`config.mk`:
```
export PLATFORM = sky130hd
export DESIGN_NAME = debounce_bank
export DESIGN_NICKNAME = d
export VERILOG_FILES = /design/src/rtl/debounce_pkg.sv /design/src/rtl/debounce_ch.sv /design/src/rtl/debounce_bank.sv
export SDC_FILE = /design/constraint.sdc
export NUM_CORES = 1
export LEC_CHECK = 0
export BUFFER_PORTS_ARGS = -buffer_cell sky130_fd_sc_hd__buf_2
export CAP_MARGIN = 10
export CORE_MARGIN = 4
export CORE_UTILIZATION = 49
export CTS_CLUSTER_DIAMETER = 60
export DETAILED_ROUTE_END_ITERATION = 10
export GPL_TIMING_DRIVEN = 1
export PLACE_DENSITY = 0.73
export REMOVE_ABC_BUFFERS = 1
export SETUP_SLACK_MARGIN = 0.05
export SLEW_MARGIN = 5
export SYNTH_ARGS = -nofsm -noshare
export SYNTH_HDL_FRONTEND = slang
export SYNTH_SLANG_ARGS = --single-unit
```
`constraint.sdc`:
```
create_clock -name clk -period 1.16 [get_ports clk]
set_input_delay 0.232 -clock clk [delete_from_list [all_inputs] [get_ports clk]]
set_output_delay 0.232 -clock clk [all_outputs]
set_load 0.02 [all_outputs]
```
`src/rtl/debounce_pkg.sv`:
```
// debounce_pkg: shared defaults and counter-width helper for the debounce bank
package debounce_pkg;
  localparam int DB_STABLE_CYCLES_DEF = 8;
  localparam logic DB_RESET_LEVEL_DEF = 1'b0;
  function automatic int db_cnt_w(input int stable_cycles);
    return $clog2(stable_cycles + 1);
  endfunction
endpackage

```
`src/rtl/debounce_ch.sv`:
```
// debounce_ch: one debounced channel; DEBOUNCE_BANK_SYNC_EN adds a two-flop input synchroniser
module debounce_ch
  import debounce_pkg::*;
#(
  parameter int STABLE_CYCLES = DB_STABLE_CYCLES_DEF,
  parameter logic RESET_LEVEL = DB_RESET_LEVEL_DEF,
  parameter int CNT_W = db_cnt_w(STABLE_CYCLES)
) (
  input  logic clk,
  input  logic rst_n,
  input  logic raw,
  input  logic clear,
  output logic level,
  output logic rise,
  output logic fall
);
  logic s;
  logic accept;
  logic [CNT_W-1:0] cnt;
`ifdef DEBOUNCE_BANK_SYNC_EN
  logic [1:0] sync;
  // two-flop synchroniser for the asynchronous pin level
  always_ff @(posedge clk or negedge rst_n) begin
    if (!rst_n) sync <= {2{RESET_LEVEL}};
    else sync <= {sync[0], raw};
  end
  assign s = sync[1];
`else
  assign s = raw;
`endif
  assign accept = !clear && (s != level) && (cnt == CNT_W'(STABLE_CYCLES - 1));
  // stability counter, clean level and one-cycle change pulses
  always_ff @(posedge clk or negedge rst_n) begin
    if (!rst_n) begin
      cnt   <= '0;
      level <= RESET_LEVEL;
      rise  <= 1'b0;
      fall  <= 1'b0;
    end else begin
      cnt  <= (clear || s == level || accept) ? '0 : cnt + 1'b1;
      level <= accept ? s : level;
      rise <= accept && s;
      fall <= accept && !s;
    end
  end
endmodule

```
`src/rtl/debounce_bank.sv`:
```
// debounce_bank: N_CH independent switch debouncers; DEBOUNCE_BANK_SYNC_EN enables input synchronisers
module debounce_bank
  import debounce_pkg::*;
#(
  parameter int N_CH = 4,
  parameter int STABLE_CYCLES = DB_STABLE_CYCLES_DEF,
  parameter logic RESET_LEVEL = DB_RESET_LEVEL_DEF,
  parameter int CNT_W = db_cnt_w(STABLE_CYCLES)
) (
  input  logic            clk,
  input  logic            rst_n,
  input  logic [N_CH-1:0] raw_in,
  input  logic            clear,
  output logic [N_CH-1:0] level_out,
  output logic [N_CH-1:0] rise_out,
  output logic [N_CH-1:0] fall_out,
  output logic            any_event
);
  for (genvar i = 0; i < N_CH; i++) begin : g_ch
    debounce_ch #(
      .STABLE_CYCLES(STABLE_CYCLES),
      .RESET_LEVEL(RESET_LEVEL),
      .CNT_W(CNT_W)
    ) u_ch (
      .clk(clk),
      .rst_n(rst_n),
      .raw(raw_in[i]),
      .clear(clear),
      .level(level_out[i]),
      .rise(rise_out[i]),
      .fall(fall_out[i])
    );
  end
  // pulses are already registered, so the OR stays coincident with them
  assign any_event = |(rise_out | fall_out);
endmodule

```
==> flow_summary.json <==
{
  "tightestPinTransition_ns": 0.363,
  "synth-compound-area-share_pct": 3.41,
  "synthTopCellsByCount": "dfrtp_1, buf_4, xnor2_1",
  "cts_made_buffers": 3,
  "netlist.area_leader.share_pct": 54.5,
  "synth.distinct_cells": 17,
  "die_y_um": 59.2,
  "synth_area_per_cell_um2": 11.5,
  "power_density_nw_per_um2": 856,
  "fillCellCount": 125,
  "yosysTopAreaCell": "dfrtp_1",
  "cts.clk_slew.worst_paths_ns": 0.15,
  "clockRootBuffer": "clkbuf_4",
  "total_leakage_power_nw": 0.875,
  "via_per_inst": 5.42,
  "dpl.hpwl_um": 1530,
  "wirelength_um": 3450,
  "grt_overflow": 0,
  "layout-drive-gt1-share_pct": 61.4,
  "drc": 0,
  "hold_violations": 0,
  "crit_required_ns": 0.93,
  "io_buffers": 19,
  "hold_depth": 2,
  "areaGrowthSynthToFinish_pct": 50.5,
  "hold_path_class": "in -> reg",
  "hold_start": "raw_in[2]",
  "clock_latency_ns": 0.33,
  "yosysMostFrequentCell": "dfrtp_1",
  "cts.sinks": 28,
  "max-vdd-ir-drop_v": 0.000686,
  "finalMaxSlewViolations": 0,
  "violations": "negative setup slack",
  "die-area_um2": 3510,
  "antenna_found_initial": 0,
  "ys_ff_latch": 28,
  "synth-simple-area-share_pct": 16.3,
  "htreeDepth": 1,
  "crit_chain": "nor4_2 > nand2_1 > buf_2",
  "hold-worst-slack_ns": 0.130,
  "synth_mux_area_share_pct": 3.51,
  "synth_warnings": 0,
  "max_stage_delay_ns": 0.43,
  "finalSetupTns_ns": -1.28,
  "reg2reg_from": "g_ch[0].u_ch.level",
  "worstSetupPathType": "reg -> out",
  "hold_end": "g_ch[2].u_ch.fall",
  "synth_area_um2": 1280,
  "ios": 20,
  "p_total_mw": 1.66,
  "dr.pass1.iters": 4,
  "crit_start": "g_ch[3].u_ch.rise",
  "wl_per_cell_um": 18.8,
  "grt_pass1_vias": 989,
  "gp_congestion": 0.748,
  "fin_crit_sh_pct": 136,
  "arrival_ns": 1.35,
  "r2r_end": "g_ch[0].u_ch.cnt[0]",
  "clock-skew-final_ns": 0.00276,
  "cp-start-kind": "flop",
  "vias": 991,
  "synthFlopType": "dfrtp_1",
  "drtIter0Drc": 53,
  "rsz0062_at_grt": "true",
  "nNetsFinal": 165,
  "cap_viol_max_count": 0,
  "yosys-top-cells-area": "dfrtp_1, xnor2_1, buf_4, nor3b_1, ha_1",
  "antennaDiodeCount": 0,
  "crit_path_end_kind": "output port",
  "synthCells": 112,
  "worstRegToRegCells": 4,
  "synth-adder-area-share_pct": 3.89,
  "rows": 18,
  "setup_ws_ns": -0.421,
  "path_max_fanout": 2,
  "max_slew_margin_pct": 75.8,
  "ys_seq_area_share_pct": 54.5,
  "cts_tree": "yes",
  "status": "finished, violations left",
  "min_period_ns": 1.58,
  "ant_nets": 0,
  "max_freq_ghz": 0.633,
  "synth_top_family_by_area": "simple AND/OR/NAND/NOR gates",
  "crit_slowest_cell": "dfrtp_1",
  "die_w_um": 59.2,
  "synth_edf_count": 0,
  "setup_violations": 19,
  "grt_usage_pct": 15.8,
  "core_area_um2": 2500,
  "synthArstFlopShare_pct": 100,
  "synth_xor_xnor_area_share_pct": 8.18,
  "grt_first_pass_wirelength_um": 4150,
  "cts.path.max_buffers": 2,
  "reg2reg_slack_ns": -0.06,
  "grt_max_degree": 29,
  "initial_core_util_pct": 51.4
}
==> placed cells by master (no fill, tap or decap), drive strengths merged <==
cell and n:
buf 49, dfrtp 28, nor2 16, xnor2 12, inv 8, nor3b 8
nand3 8, mux2 4, a311o 4, ha 4, clkbuf 4, nor3 4
nor4 2, nand2 1, dlygate4sd3 1
==> where the power goes <==
part | switching, mW | internal [mW] | leakage, nW
combinational | 0.0913 | 0.0774 | 0.467
sequential | 0.0143 | 0.990 | 0.387
clock | 0.290 | 0.193 | 0.0210
==> metrics by stage <==
stage / util [%] / worst slack [ns] / cells / area (um^2)
after global routing: 77.4 / -0.481 / 183 / 1930
after detailed placement: 56.3 / -0.0304 / 160 / 1410
final: 77.4 / -0.421 / 183 / 1930
after CTS: 67.1 / -0.344 / 176 / 1680
after global placement: 56.3 / 0.0223 / 160 / 1410
after floorplan: - / -0.00288 / 99 / 1180
==> state kept, by name, indices dropped and copies added (netlist names) <==
name / flops
g_ch.u_ch.cnt: 16
g_ch.u_ch.fall: 4
g_ch.u_ch.level: 4
g_ch.u_ch.rise: 4
==> repair_timing <==
item,CTS,global route
setup buffers,11,7
resized for setup,39,35
endpoints found under the setup margin,32,39
pin swaps,7,11
hold buffers,1,0
hold endpoints to repair,28,0
==> worst max path at each step <==
stage,to,slack [ns]
after floorplan,g_ch[2].u_ch.level,-0.003
after global placement,g_ch[3].u_ch.level,0.02
after detailed placement,g_ch[2].u_ch.level,-0.03
after CTS,any_event,-0.34
after global routing,any_event,-0.48
final,any_event,-0.42
==> cell type report <==
| class | count | area (um^2) | share of cell area (%) |
|---|---|---|---|
| Sequential cell | 28 | 701 | 36.2 |
| Multi-Input combinational cell | 63 | 689 | 35.6 |
| Timing Repair Buffer | 50 | 440 | 22.8 |
| Tap cell | 30 | 37.5 | 1.94 |
| Clock buffer | 4 | 36.3 | 1.88 |
| Inverter | 8 | 30.0 | 1.55 |
==> per-layer routing <==
layer	global-route usage, %	vias to the layer above	routed length (um)	share of wire [%]
met2	29.5	32	1720	50
met4	6.15	0	78	2.3
met3	3.49	8	152	4.4
met1	17.1	505	1500	44
li1	-	446	-	-
met5	0	-	0	0
==> cells by family (layout without fill, tap and decap cells) <==
kind of cell | Yosys count | in the layout
DFF | 28 | 28
buffers and inverters | 21 | 62
adders and majority gates | 4 | 4
xor gates and xnor gates | 12 | 12
AOI/OAI and AO/OA | 4 | 4
and+or+nand+nor | 39 | 39
muxes | 4 | 4
==> critical path, delay by kind of cell (launching register included) <==
| family | cells | cell delay (ns) |
|---|---|---|
| DFF | 1 | 0.43 |
| and+or+nand+nor | 2 | 0.42 |
| buffers and inverters | 1 | 0.17 |
Power figures use the tool's default switching activity.
